## src/rtl/alu_dispatch_sched.sv

```systemverilog
// alu_dispatch_sched: binds ready reservation-station entries round-robin to
// idle fixed-latency functional units, counts each unit down to completion
// and retires finished results onto the CDB one per cycle under a bus grant.
module alu_dispatch_sched #(
  parameter int ENTRIES = 4,
  parameter int NUM_FU  = 2,
  parameter int LATENCY = 3,
  parameter int TAG_W   = 4,
  localparam int IDX_W  = (ENTRIES > 1) ? $clog2(ENTRIES) : 1,
  localparam int FU_W   = (NUM_FU > 1) ? $clog2(NUM_FU) : 1
) (
  input  logic                      clk,
  input  logic                      rst,
  input  logic [ENTRIES-1:0]        rs_ready,
  input  logic [ENTRIES*TAG_W-1:0]  rs_tag,
  input  logic                      flush,
  output logic [NUM_FU-1:0]         issue_valid,
  output logic [NUM_FU*IDX_W-1:0]   issue_idx,
  output logic [ENTRIES-1:0]        rs_clear,
  output logic [NUM_FU-1:0]         fu_busy,
  output logic                      cdb_req,
  input  logic                      cdb_gnt,
  output logic                      cdb_valid,
  output logic [FU_W-1:0]           cdb_fu,
  output logic [TAG_W-1:0]          cdb_tag
);

  localparam int CNT_W = (LATENCY > 1) ? $clog2(LATENCY) : 1;

  typedef enum logic [1:0] {
    FU_IDLE = 2'd0,
    FU_RUN  = 2'd1,
    FU_DONE = 2'd2
  } fu_state_e;

  fu_state_e          fu_state_p1 [NUM_FU];
  logic [CNT_W-1:0]   fu_cnt_p1   [NUM_FU];
  logic [TAG_W-1:0]   fu_tag_p1   [NUM_FU];
  logic [IDX_W-1:0]   rr_ptr_p1;

  fu_state_e          fu_state_nx [NUM_FU];
  logic [CNT_W-1:0]   fu_cnt_nx   [NUM_FU];
  logic [TAG_W-1:0]   fu_tag_nx   [NUM_FU];
  logic [IDX_W-1:0]   rr_ptr_nx;
  logic [NUM_FU-1:0]  busy_nx;

  logic [NUM_FU-1:0]        grant_p0;
  logic [IDX_W-1:0]         grant_idx_p0 [NUM_FU];
  logic [NUM_FU*IDX_W-1:0]  grant_idx_flat_p0;
  logic [ENTRIES-1:0]       clear_p0;
  logic [NUM_FU-1:0]        done_p0;
  logic [NUM_FU-1:0]        cand_p0;
  logic [NUM_FU-1:0]        retire_p0;
  logic [FU_W-1:0]          retire_fu_p0;
  logic [TAG_W-1:0]         retire_tag_p0;

  // Entry index base+off, wrapping modulo ENTRIES (ENTRIES is a power of 2).
  function automatic logic [IDX_W-1:0] wrap_idx(input logic [IDX_W-1:0] base, input int off);
    logic [31:0] sum;
    sum = 32'(base) + 32'(off);
    return sum[IDX_W-1:0];
  endfunction

  // ---- stage p0: select eligible entries round-robin and pair with idle FUs
  // Entries cleared last cycle are masked because the RS drops ready one cycle late.
  always_comb begin : sel_p0
    logic [ENTRIES-1:0] avail;
    logic               found;
    logic [IDX_W-1:0]   idx;
    avail             = rs_ready & ~rs_clear;
    grant_p0          = '0;
    clear_p0          = '0;
    rr_ptr_nx         = rr_ptr_p1;
    grant_idx_flat_p0 = '0;
    found             = 1'b0;
    idx               = '0;
    for (int f = 0; f < NUM_FU; f++) begin
      grant_idx_p0[f] = '0;
      found           = 1'b0;
      if (!flush && fu_state_p1[f] == FU_IDLE) begin
        for (int k = 0; k < ENTRIES; k++) begin
          idx = wrap_idx(rr_ptr_p1, k);
          if (!found && avail[idx]) begin
            found           = 1'b1;
            grant_p0[f]     = 1'b1;
            grant_idx_p0[f] = idx;
            avail[idx]      = 1'b0;
            clear_p0[idx]   = 1'b1;
            rr_ptr_nx       = wrap_idx(idx, 1);
          end
        end
      end
      grant_idx_flat_p0[f*IDX_W +: IDX_W] = grant_idx_p0[f];
    end
  end

  // Retire candidate is the lowest-index DONE unit; it leaves only under grant.
  always_comb begin
    done_p0       = '0;
    cand_p0       = '0;
    retire_fu_p0  = '0;
    retire_tag_p0 = '0;
    for (int f = NUM_FU - 1; f >= 0; f--) begin
      if (fu_state_p1[f] == FU_DONE) begin
        done_p0[f]    = 1'b1;
        cand_p0       = '0;
        cand_p0[f]    = 1'b1;
        retire_fu_p0  = FU_W'(f);
        retire_tag_p0 = fu_tag_p1[f];
      end
    end
    retire_p0 = (cdb_gnt && !flush) ? cand_p0 : '0;
  end

  assign cdb_req = |done_p0;

  // Per-FU next state: IDLE -> RUN (countdown) -> DONE -> IDLE; flush kills all.
  always_comb begin
    busy_nx = '0;
    for (int f = 0; f < NUM_FU; f++) begin
      fu_state_nx[f] = fu_state_p1[f];
      fu_cnt_nx[f]   = fu_cnt_p1[f];
      fu_tag_nx[f]   = fu_tag_p1[f];
      if (flush) begin
        fu_state_nx[f] = FU_IDLE;
        fu_cnt_nx[f]   = '0;
      end else begin
        unique case (fu_state_p1[f])
          FU_IDLE: begin
            if (grant_p0[f]) begin
              fu_tag_nx[f] = rs_tag[int'(grant_idx_p0[f])*TAG_W +: TAG_W];
              if (LATENCY == 1) begin
                fu_state_nx[f] = FU_DONE;
                fu_cnt_nx[f]   = '0;
              end else begin
                fu_state_nx[f] = FU_RUN;
                fu_cnt_nx[f]   = CNT_W'(LATENCY - 1);
              end
            end
          end
          FU_RUN: begin
            if (fu_cnt_p1[f] <= CNT_W'(1)) begin
              fu_state_nx[f] = FU_DONE;
              fu_cnt_nx[f]   = '0;
            end else begin
              fu_cnt_nx[f] = fu_cnt_p1[f] - CNT_W'(1);
            end
          end
          FU_DONE: begin
            if (retire_p0[f]) begin
              fu_state_nx[f] = FU_IDLE;
            end
          end
          default: begin
            fu_state_nx[f] = FU_IDLE;
            fu_cnt_nx[f]   = '0;
          end
        endcase
      end
      // A unit stays busy through the cycle its result is on the bus.
      busy_nx[f] = (fu_state_nx[f] != FU_IDLE) || retire_p0[f];
    end
  end

  // ---- stage p1: FU state, counters, captured tags and round-robin pointer
  always_ff @(posedge clk or posedge rst) begin
    if (rst) begin
      for (int f = 0; f < NUM_FU; f++) begin
        fu_state_p1[f] <= FU_IDLE;
        fu_cnt_p1[f]   <= '0;
        fu_tag_p1[f]   <= '0;
      end
      rr_ptr_p1 <= '0;
    end else begin
      for (int f = 0; f < NUM_FU; f++) begin
        fu_state_p1[f] <= fu_state_nx[f];
        fu_cnt_p1[f]   <= fu_cnt_nx[f];
        fu_tag_p1[f]   <= fu_tag_nx[f];
      end
      rr_ptr_p1 <= rr_ptr_nx;
    end
  end

  // Registered issue and CDB outputs; zeroed whenever not carrying a grant.
  always_ff @(posedge clk or posedge rst) begin
    if (rst) begin
      issue_valid <= '0;
      issue_idx   <= '0;
      rs_clear    <= '0;
      fu_busy     <= '0;
      cdb_valid   <= 1'b0;
      cdb_fu      <= '0;
      cdb_tag     <= '0;
    end else begin
      issue_valid <= grant_p0;
      issue_idx   <= grant_idx_flat_p0;
      rs_clear    <= clear_p0;
      fu_busy     <= busy_nx;
      cdb_valid   <= |retire_p0;
      cdb_fu      <= (|retire_p0) ? retire_fu_p0 : '0;
      cdb_tag     <= (|retire_p0) ? retire_tag_p0 : '0;
    end
  end

endmodule
```

## config.mk

```make
export PLATFORM = sky130hd
export DESIGN_NAME = alu_dispatch_sched
export DESIGN_NICKNAME = d
export VERILOG_FILES = /design/src/rtl/alu_dispatch_sched.sv
export SDC_FILE = /design/constraint.sdc
export NUM_CORES = 1
export LEC_CHECK = 0
export ABC_AREA = 1
export BUFFER_PORTS_ARGS = -buffer_cell sky130_fd_sc_hd__buf_2
export CAP_MARGIN = 30
export CORE_ASPECT_RATIO = 1.5
export CORE_UTILIZATION = 30
export CTS_BUF_LIST = sky130_fd_sc_hd__clkbuf_4
export DETAILED_ROUTE_END_ITERATION = 6
export PLACE_DENSITY = 0.43
export SYNTH_ARGS = -nofsm -noshare
export SYNTH_HDL_FRONTEND = slang
export SYNTH_SLANG_ARGS = --single-unit
```

## constraint.sdc

```tcl
create_clock -name clk -period 11.53 [get_ports clk]
set_input_delay 0.5765 -clock clk [delete_from_list [all_inputs] [get_ports clk]]
set_output_delay 0.5765 -clock clk [all_outputs]
set_load 0.005 [all_outputs]
```

; ---- After elaboration in Yosys (flattened, before gate mapping)
; Index checks and enable logic that the tools add are counted.
[word_totals]
input_bits = 24
ff_bits = 36
memories = 0
rom_bits = 0
latchBits = 0
mem_bits_rw = 0
[classes]
div_mod_pow = 0
eq_ne = 8
muxes = 122
addsub = 8
shifts = 2
n_lt_le_gt_ge = 10
n_mul = 0
reduce_logical = 32
bitwise_logic = 21
[ops]
columns = op, count
row1 = two-way mux 4 bit, 33
row2 = two-way mux 2 bit, 37
row3 = two-way mux 1 bit, 36
row4 = bitwise AND 4 bit, 8
row5 = variable part select 16 x 5 -> 4 bit, 2
row6 = OR 4 bit, 7
row7 = case mux 2 bit (3 select lines), 4
row8 = inverter 4 bit, 5
row9 = binary-select mux 1 bit (select 2 bit), 8
row10 = logical AND 1 bit, 13
row11 = "< comparator 2 x 3 -> 1 bit, second input constant", 4
row12 = "adder 2 x 1 -> 2 bit, second input constant", 4
row13 = demux 1 bit (select 2 bit), 4
row14 = ">= comparator 2 x 1 -> 1 bit, second input constant", 4
row15 = logical NOT 1 bit, 7
row16 = "inequality test 3 bit, second input constant", 2
row17 = AND reduction 3 bit, 2
row18 = "adder 2 bit, second input constant", 2
row19 = "equality test 2 x 1 -> 1 bit, second input constant", 2
row20 = "equality test 2 bit, second input constant", 2
row21 = "less-or-equal comparator 2 x 1 -> 1 bit, second input constant", 2
row22 = logical NOT 2 bit, 2
row23 = "inequality test 2 bit, second input constant", 2
row24 = AND reduction 2 bit, 2
row25 = other kinds (5), 9

; ---- Depth between registers and ports, before layout
; Gate-level depths: netlist of run 1.
[logic_depth]
word_depth = 47
mapped_depth = 41
mapped_depth_nobuf = 40

; ---- Worst setup path before layout of run 1
; OpenSTA, ideal clock, no wires.
[synth_path]
path_type = reg-to-reg
startpoint = reg rr_ptr_p1[1]
endpoint = reg fu_tag_p1[0] (netlist bit)
setup_slack_ns = 7.223
arrival_ns = 4.191
path_stages_with_launch = 38
t_required_ns = 11.414
n_path_buf = 0
setup_ns = 0.116
path_cell_list = dfrtp_1 > inv_4 > ha_1 > inv_2 > nand3_2 > nand2_2 > nor2_4 > nand2_4 > nand3_4 > nand3_4 > nand2_2 > nor2_4 > nand2_2 > nand3_2 > nand3_4 > nand4_1 > nand2_1 > nand2_1 > [2 not listed] > nand3_1 > nand2_1 > nand3_2 > nand4_1 > nand2_1 > nand3_2 > nand2_1 > inv_2 > nand2_2 > nand2_2 > xor2_2 > inv_4 > nand3_4 > nand2_1 > nand3_1 > nand2_1 > nand2_1 > nand2_1
[synth_between]
elab_chain_cells = 43
elab_cells_between_ends = 99
classes_between = add/sub: 3 / order compare: 8 / shift: 1 / mux: 59 / bitwise: 11 / reduce/logical: 17
[synth_rtl]
columns = item, line
row1 = start: declaration, 39  ; logic [IDX_W-1:0] rr_ptr_p1;
row2 = start signal: assignment, 180  ; rr_ptr_p1 <= rr_ptr_nx;
row3 = < comparator 2 x 3 -> 1 bit (not written as such) or >= comparator 2 x 1 -> 1 bit (tied branches), 87  ; avail[idx] = 1'b0;
row4 = logical AND 1 bit (not written as such), 87
row5 = two-way mux 1 bit (not written as such), 87
row6 = demux 1 bit (select 2 bit), 87
row7 = inverter 4 bit (no line), -
row8 = bitwise AND 4 bit (no line), -
row9 = two-way mux 4 bit, 83  ; if (!found && avail[idx]) begin
row10 = two-way mux 4 bit, 80  ; if (!flush && fu_state_p1[f] == FU_IDLE) begin
row11 = [27 not listed], -
row12 = two-way mux 4 bit, 83
row13 = two-way mux 4 bit, 80
row14 = binary-select mux 1 bit (select 2 bit), 83
row15 = two-way mux 1 bit (not written as such), 83
row16 = logical AND 1 bit, 83
row17 = two-way mux 2 bit or two-way mux 1 bit (tied branches), 83
row18 = two-way mux 2 bit or two-way mux 1 bit (tied branches), 80
row19 = variable part select 16 x 5 -> 4 bit or AND reduction 3 bit (tied branches), -
row20 = end signal: indexed assignment, 178  ; fu_tag_p1[f] <= fu_tag_nx[f];
row21 = end: declaration, 38  ; logic [TAG_W-1:0] fu_tag_p1 [NUM_FU];
; Several ways; a longest one is shown, not always the timed one. The select of a mux whose other input is x is not followed.
; A chain may end at the register's enable or synchronous reset.

; ---- Worst setup path after layout of run 1
[layout_path]
startpoint = reg rr_ptr_p1[0]
endpoint = reg fu_tag_p1[0] (netlist bit)
; The elaborated chain is that of the path after synthesis.

==> results of run 1 <==
## power by group
| part | internal [W] | switching, W |
|---|---|---|
| logic | 0.000280 | 0.000656 |
| registers | 0.000170 | 0.0000293 |
| clock network | 0.0000452 | 0.0000516 |
| total | 0.000495 | 0.000737 |
## flip-flops by register name (all words and copies together), names as in the netlist
register     cells
cdb_fu           1
cdb_tag          4
cdb_valid        1
fu_busy          2
fu_cnt_p1        4
fu_state_p1      4
fu_tag_p1        8
issue_idx        4
issue_valid      2
rr_ptr_p1        2
rs_clear         4
## per-layer routing
layer	global-route usage, %	vias to the layer above
met5	0	-
met4	10.47	0
met3	2.097	27
met2	38.35	137
met1	21.83	1525
li1	-	1604
## cell type report
class,count,area (um^2)
clock buffers,5,37.54
repair buffers,45,232.7
clock inverters,3,42.54
fillers,1122,6584
inverters,71,271.5
diodes,1,2.502
multi-input cells,332,1861
well taps,117,146.4
flip-flops and latches,36,900.9
## worst min-delay path: cells and delay by family
kind     cells  cell delay, ps
buf+inv      3             540
## kinds of logic after synthesis
family	share of synthesized area (%)
AO/OA/AOI/OAI	13.21
XOR/XNOR	0.5269
adder cells (fa/ha/maj)	2.026
buffers and inverters	10.58
flip-flops	29.17
AND/OR/NAND/NOR	44.49
## cells in the final DEF (no fill, tap or decap), types with 2 or more instances in the layout
master / netlist / final
a22oi_1: 3 / 3
o211ai_1: 2 / 2
nand2_2: 9 / 9
buf_4: 0 / 3
nand2_4: 4 / 4
nand3_4: 5 / 5
buf_2: 8 / 42
inv_4: 2 / 2
nand3_1: 45 / 45
nor2_1: 36 / 36
o22ai_1: 2 / 2
nand3_2: 14 / 14
dfrtp_1: 36 / 36
o21ai_0: 19 / 19
a21oi_2: 2 / 2
nand4_1: 30 / 30
o21ai_1: 4 / 4
a21oi_1: 21 / 21
and3_1: 3 / 3
nand4_2: 2 / 2
nand2_1: 101 / 101
inv_1: 61 / 61
inv_2: 8 / 8
a31oi_1: 9 / 9
clkbuf_4: 0 / 5
nor2_4: 4 / 4
ha_1: 5 / 5
## metrics by stage
stage          hold WS, ps  instance area (um^2)  worst slack [ps]
3_5_place_dp         465.3                  3412              5959
3_3_place_gp         463.9                  3412              5860
6_report             303.6                  3495              5891
4_1_cts              301.7                  3492              5903
2_1_floorplan        449.2                  3088              7223
5_1_grt              339.4                  3495              5445
## final timing paths
check / end / slack, ps
hold reg to reg: fu_tag_p1[1] / 500
setup reg to reg: fu_tag_p1[0] / 5890
max in group asynchronous: fu_state_p1[2] / 10890
setup / recovery: fu_tag_p1[0] / 5890
min in group clk: fu_state_p1[3] / 470
hold / removal: fu_tag_p1[2] / 300
==> impl_metrics.csv, run 1 <==
group,metric,value,unit
floorplan,start_util,30.64,%
global_route,grt_max_degree,37,
timing,setup_viol,0,
timing,hold_violations,0,
placement,place_congestion,0.8926,
final_layout,post-route-util,34.67,%
run,drv_cap,0,
worst_setup_path,crit_start,"rr_ptr_p1[0]",
drt,met1_length,3855,um
floorplan,fp-row-count,45,
logic_synthesis,netlist_instances,451,
floorplan,io_pins,43,
cts,htreeDepth,2,
drt,avgViaCountPerCell,5.398,
final_layout,num-nets-final,520,
logic_synthesis,synth-main-ff-cell,"dfrtp_1",
worst_setup_path,path_max_fanout,23,
drt,wl,10320,um
placement,dp.cells,601,
logic_synthesis,yosysTopAreaCellShare,29.17,%
pwr,p_leak,1.891,nW
status,outcome,"complete, but fails checks",
timing,rsz0062_at_grt,"no",
status,violations,"DRC",
cts,clk_latency,370,ps
drt,first_pass_iters,7,
worst_setup_path,r2r_cells,32,
cts,cts_root_buffer,"clkbuf_4",
logic_synthesis,yosys-top-cells-count,"nand2_1 (101), inv_1 (61), nand3_1 (45), dfrtp_1 (36), nor2_1 (36)",
cts,cts_hold_buf,0,
drt,dr.max_layer_used,"met4",
cts,post_cts_buffers,0,
timing,finalCritPeriodShare,48.91,%
worst_setup_path,endpoint_kind,"flop",
cts,ctsResizeCount,0,
worst_setup_path,slowest_stage,"ha_1",
final_layout,syn_to_final_growth,13.17,%
timing,fmax,0.1773,GHz
global_route,grt_pass1_wl,16760,um
worst_setup_path,path_class,"flop to flop",
logic_synthesis,ys_seq_elements,36,
timing,max-slew-margin-rel,60.50,%
cts,clock_path_buffers,2,
cts,cts.sinks,36,
timing,skew,11.09,ps
worst_setup_path,cp_num_buf_inv,4,
cts,clk_pin_slew,140,ps
global_route,grt.total_usage,20.25,%
placement,place_hpwl,8019,um
logic_synthesis,yosysMostFrequentCell,"nand2_1",
logic_synthesis,synth.distinct_cells,38,
drt,detail-route-antenna-nets,0,
drt,drt_iter0_markers,201,
logic_synthesis,syn-num-nets,480,
timing,tightest_slew,591.1,ps
worst_hold_path,min_path_type,"input pin to asynchronous set/reset pin",
logic_synthesis,avgSynthCellArea,6.847,um^2
floorplan,die_y,126.3,um
cts,cts_made_buffers,5,
logic_synthesis,seq_area_frac_synth,29.17,%
cts,tritoncts,"yes",
drt,vias,3293,
logic_synthesis,ys_top_cells_by_area,"dfrtp_1 (29%), nand2_1 (12%), inv_1 (7.4%)",
worst_setup_path,cp.required,11790,ps
global_route,grt_overflow,0,
worst_setup_path,cp.depth,32,
logic_synthesis,yosys.area.top_type,"dfrtp_1",
placement,port_buffers,42,
worst_setup_path,arrival,5900,ps
floorplan,die_x,84.84,um
timing,period_needed,5639,ps
logic_synthesis,yosys_warnings,0,
logic_synthesis,synthArstFlopShare,100.0,%
drt,drc,8,
logic_synthesis,syn-cell-area,3088,um^2
drt,wl_per_cell,16.92,um
worst_setup_path,critPathMaxStageDelay,580,ps
worst_setup_path,crit_path_frequent_cell,"nand2_1",
worst_setup_path,r2r-start,"rr_ptr_p1[0]",
worst_setup_path,critPathLaunchType,"flop",
floorplan,coreArea,10080,um^2
drt,route.met3.wl,460,um
timing,slew_viol_final,0,
logic_synthesis,synth-edff-count,0,
global_route,first_global_vias,3338,
final_layout,drive_above_1_share,21.54,%
pwr,powerDensity,352.5,nW/um^2
final_layout,layout.cells.non_filler,610,
pwr,irDropWorstVdd,107.3,uV
drt,dr_wl_met2,5592,um
pwr,p_total,0.001232,W
timing,setup_tns,0,ps
global_route,antenna_found_initial,1,
floorplan,die_area,10710,um^2
worst_setup_path,crit_family,"simple AND/OR/NAND/NOR gates",
(Power assumes the default switching activity.)
==> inputs of run 2 (changes only) <==
--- a/config.mk
+++ b/config.mk
@@ -12,7 +12,7 @@
 export CORE_UTILIZATION = 30
 export CTS_BUF_LIST = sky130_fd_sc_hd__clkbuf_4
 export DETAILED_ROUTE_END_ITERATION = 6
-export PLACE_DENSITY = 0.43
+export PLACE_DENSITY = 0.45
 export SYNTH_ARGS = -nofsm -noshare
 export SYNTH_HDL_FRONTEND = slang
 export SYNTH_SLANG_ARGS = --single-unit
==> constraint.sdc (replaced) <==
create_clock -name clk -period 5.08 [get_ports clk]
set_input_delay 0.254 -clock clk [delete_from_list [all_inputs] [get_ports clk]]
set_output_delay 0.254 -clock clk [all_outputs]
set_load 0.005 [all_outputs]
==> impl_metrics.csv, run 2 (synthesis gave the netlist of run 1 again) <==
group,metric,value,unit
status,outcome,"complete, but fails checks",
status,violations,"DRC",
cts,cts.sinks,36,
drt,drt_iter0_markers,169,
final_layout,num-nets-final,541,
drt,vias,3278,
global_route,antenna_found_initial,0,
pwr,irDropWorstVdd,345.6,uV
drt,drc,6,
drt,avgViaCountPerCell,5.203,
floorplan,fp-row-count,45,
worst_setup_path,crit_path_frequent_cell,"nand2_1",
worst_setup_path,crit_family,"simple AND/OR/NAND/NOR gates",
final_layout,layout_commonest_cell,"nand2_1",
worst_setup_path,r2r_end,"fu_tag_p1[0]",
final_layout,largest_reg_flops,8,
final_layout,syn_to_final_growth,19.45,%
timing,fmax,0.2136,GHz
floorplan,die_y,126.3,um
cts,htreeDepth,2,
cts,cts_root_buffer,"clkbuf_4",
drt,wl,10220,um
worst_setup_path,slowest_stage,"dfrtp_1",
worst_setup_path,cp.required,5340,ps
worst_setup_path,path_max_fanout,8,
pwr,p_leak,1.990,nW
final_layout,multi_input_area,1928,um^2
pwr,powerDensity,799.1,nW/um^2
placement,dp.cells,612,
worst_setup_path,path_class,"flop to flop",
cts,clock_path_buffers,2,
floorplan,io_pins,43,
floorplan,start_util,30.64,%
worst_hold_path,min_path_cells,2,
worst_hold_path,min-delay-start,"flush",
worst_setup_path,endpoint_kind,"flop",
placement,place_hpwl,7952,um
placement,port_buffers,42,
floorplan,die_x,84.84,um
global_route,first_global_vias,3213,
final_layout,n_fill_cell,1102,
cts,clk_pin_slew,130,ps
floorplan,coreArea,10080,um^2
worst_hold_path,min_to,"fu_state_p1[3]",
timing,finalCritPeriodShare,92.14,%
worst_setup_path,cp_num_buf_inv,2,
cts,clk_latency,350,ps
run,drv_cap,0,
final_layout,layout.cells.non_filler,630,
drt,first_pass_iters,7,
final_layout,n_antenna_cell,0,
worst_setup_path,arrival,4940,ps
timing,max-slew-margin-rel,65.90,%
global_route,grt.total_usage,19.80,%
final_layout,register_area,900.9,um^2
cts,cts_made_buffers,5,
global_route,grt_max_degree,37,
floorplan,die_area,10710,um^2
drt,wl_per_cell,16.21,um
final_layout,post-route-util,36.60,%
worst_setup_path,critPathMaxStageDelay,430,ps
worst_setup_path,rrSetupSlack,400,ps
final_layout,top_register,"fu_tag_p1",
timing,slew_viol_final,0,
worst_setup_path,r2r_cells,36,
worst_hold_path,min_path_type,"input pin to flop",
worst_setup_path,critPathLaunchType,"flop",
drt,detail-route-antenna-nets,0,
timing,tightest_slew,509.6,ps
global_route,grt_overflow,0,
pwr,p_total,0.002948,W
final_layout,final_cell_mix,"nand2_1 (101), inv_1 (60), buf_2 (42)",
worst_setup_path,r2r-start,"rr_ptr_p1[0]",
cts,tritoncts,"yes",
final_layout,drive_above_1_share,26.51,%
timing,setup_viol,0,
timing,hold_violations,0,
placement,place_congestion,0.9375,
timing,period_needed,4681,ps
timing,skew,7.807,ps
global_route,grt_pass1_wl,16450,um
==> run 2: cell types whose count changed in the layout (fill, tap and decap cells not counted), moves of 2 or more <==
cell and delta:
nand3_2 +7, buf_4 +19, nand3_4 +2, nand3_1 -8
==> run 2: worst reg2reg max path, delay by kind of cell, from the launching register on <==
kind                     cells  cell delay (ps)
buffers and inverters        2              290
flip-flops                   1              430
AND/OR/NAND/NOR             33             3650
adder cells (fa/ha/maj)      1              200
==> run 2: area by class of cell <==
| cell class | count | share of cell area [%] |
|---|---|---|
| multi-input combinational | 333 | 52.27 |
| sequential | 36 | 24.42 |
| timing repair buffer | 65 | 10.45 |
| inverter | 71 | 7.361 |
| tap | 117 | 3.969 |
| clock buffer | 5 | 1.018 |
| clock inverter | 3 | 0.5088 |
==> run 2: metrics by stage <==
stage / worst slack (ps) / hold WS [ps] / area, um^2 / TNS, ps
after detailed placement: 382.0 / 408.2 / 3495 / 0
after CTS: 335.8 / 130.9 / 3561 / 0
after floorplan: 772.7 / 421.0 / 3088 / 0
after global routing: -40.03 / 148.1 / 3689 / -125.5
final: 399.2 / 155.8 / 3689 / 0
after global placement: 372.9 / 406.7 / 3495 / 0
==> run 2: how the worst max path moves through the flow <==
stage	end	startpoint	depth (start not counted)
floorplan	fu_tag_p1[0]	rr_ptr_p1[1]	37
global placement	fu_tag_p1[1]	rr_ptr_p1[0]	36
detailed placement	fu_tag_p1[1]	rr_ptr_p1[0]	38
CTS	fu_tag_p1[1]	rr_ptr_p1[0]	38
global route	fu_tag_p1[1]	rr_ptr_p1[0]	37
finish	fu_tag_p1[0]	rr_ptr_p1[0]	36
==> run 2: layer usage <==
layer  part of all wire, %  global-route usage, %  vias up
li1                      -                      -     1637
met1                    39                  21.67     1505
met2                    53                  36.92      105
met3                   4.2                  2.228       31
met4                   4.4                  10.37        0
met5                     0                      0        -
==> run 2: where the power goes <==
part	internal, W	total (W)	switching, W
combinational	0.000779	0.00235	0.00157
sequential	0.000386	0.000437	0.0000512
clock	0.0000533	0.000165	0.000112
==> run 2: timing repair <==
action,in CTS,in global routing
gates resized for setup,0,12
setup buffers,0,8
hold buffers,1,0
setup endpoints to repair,0,6
hold endpoints to repair,10,0
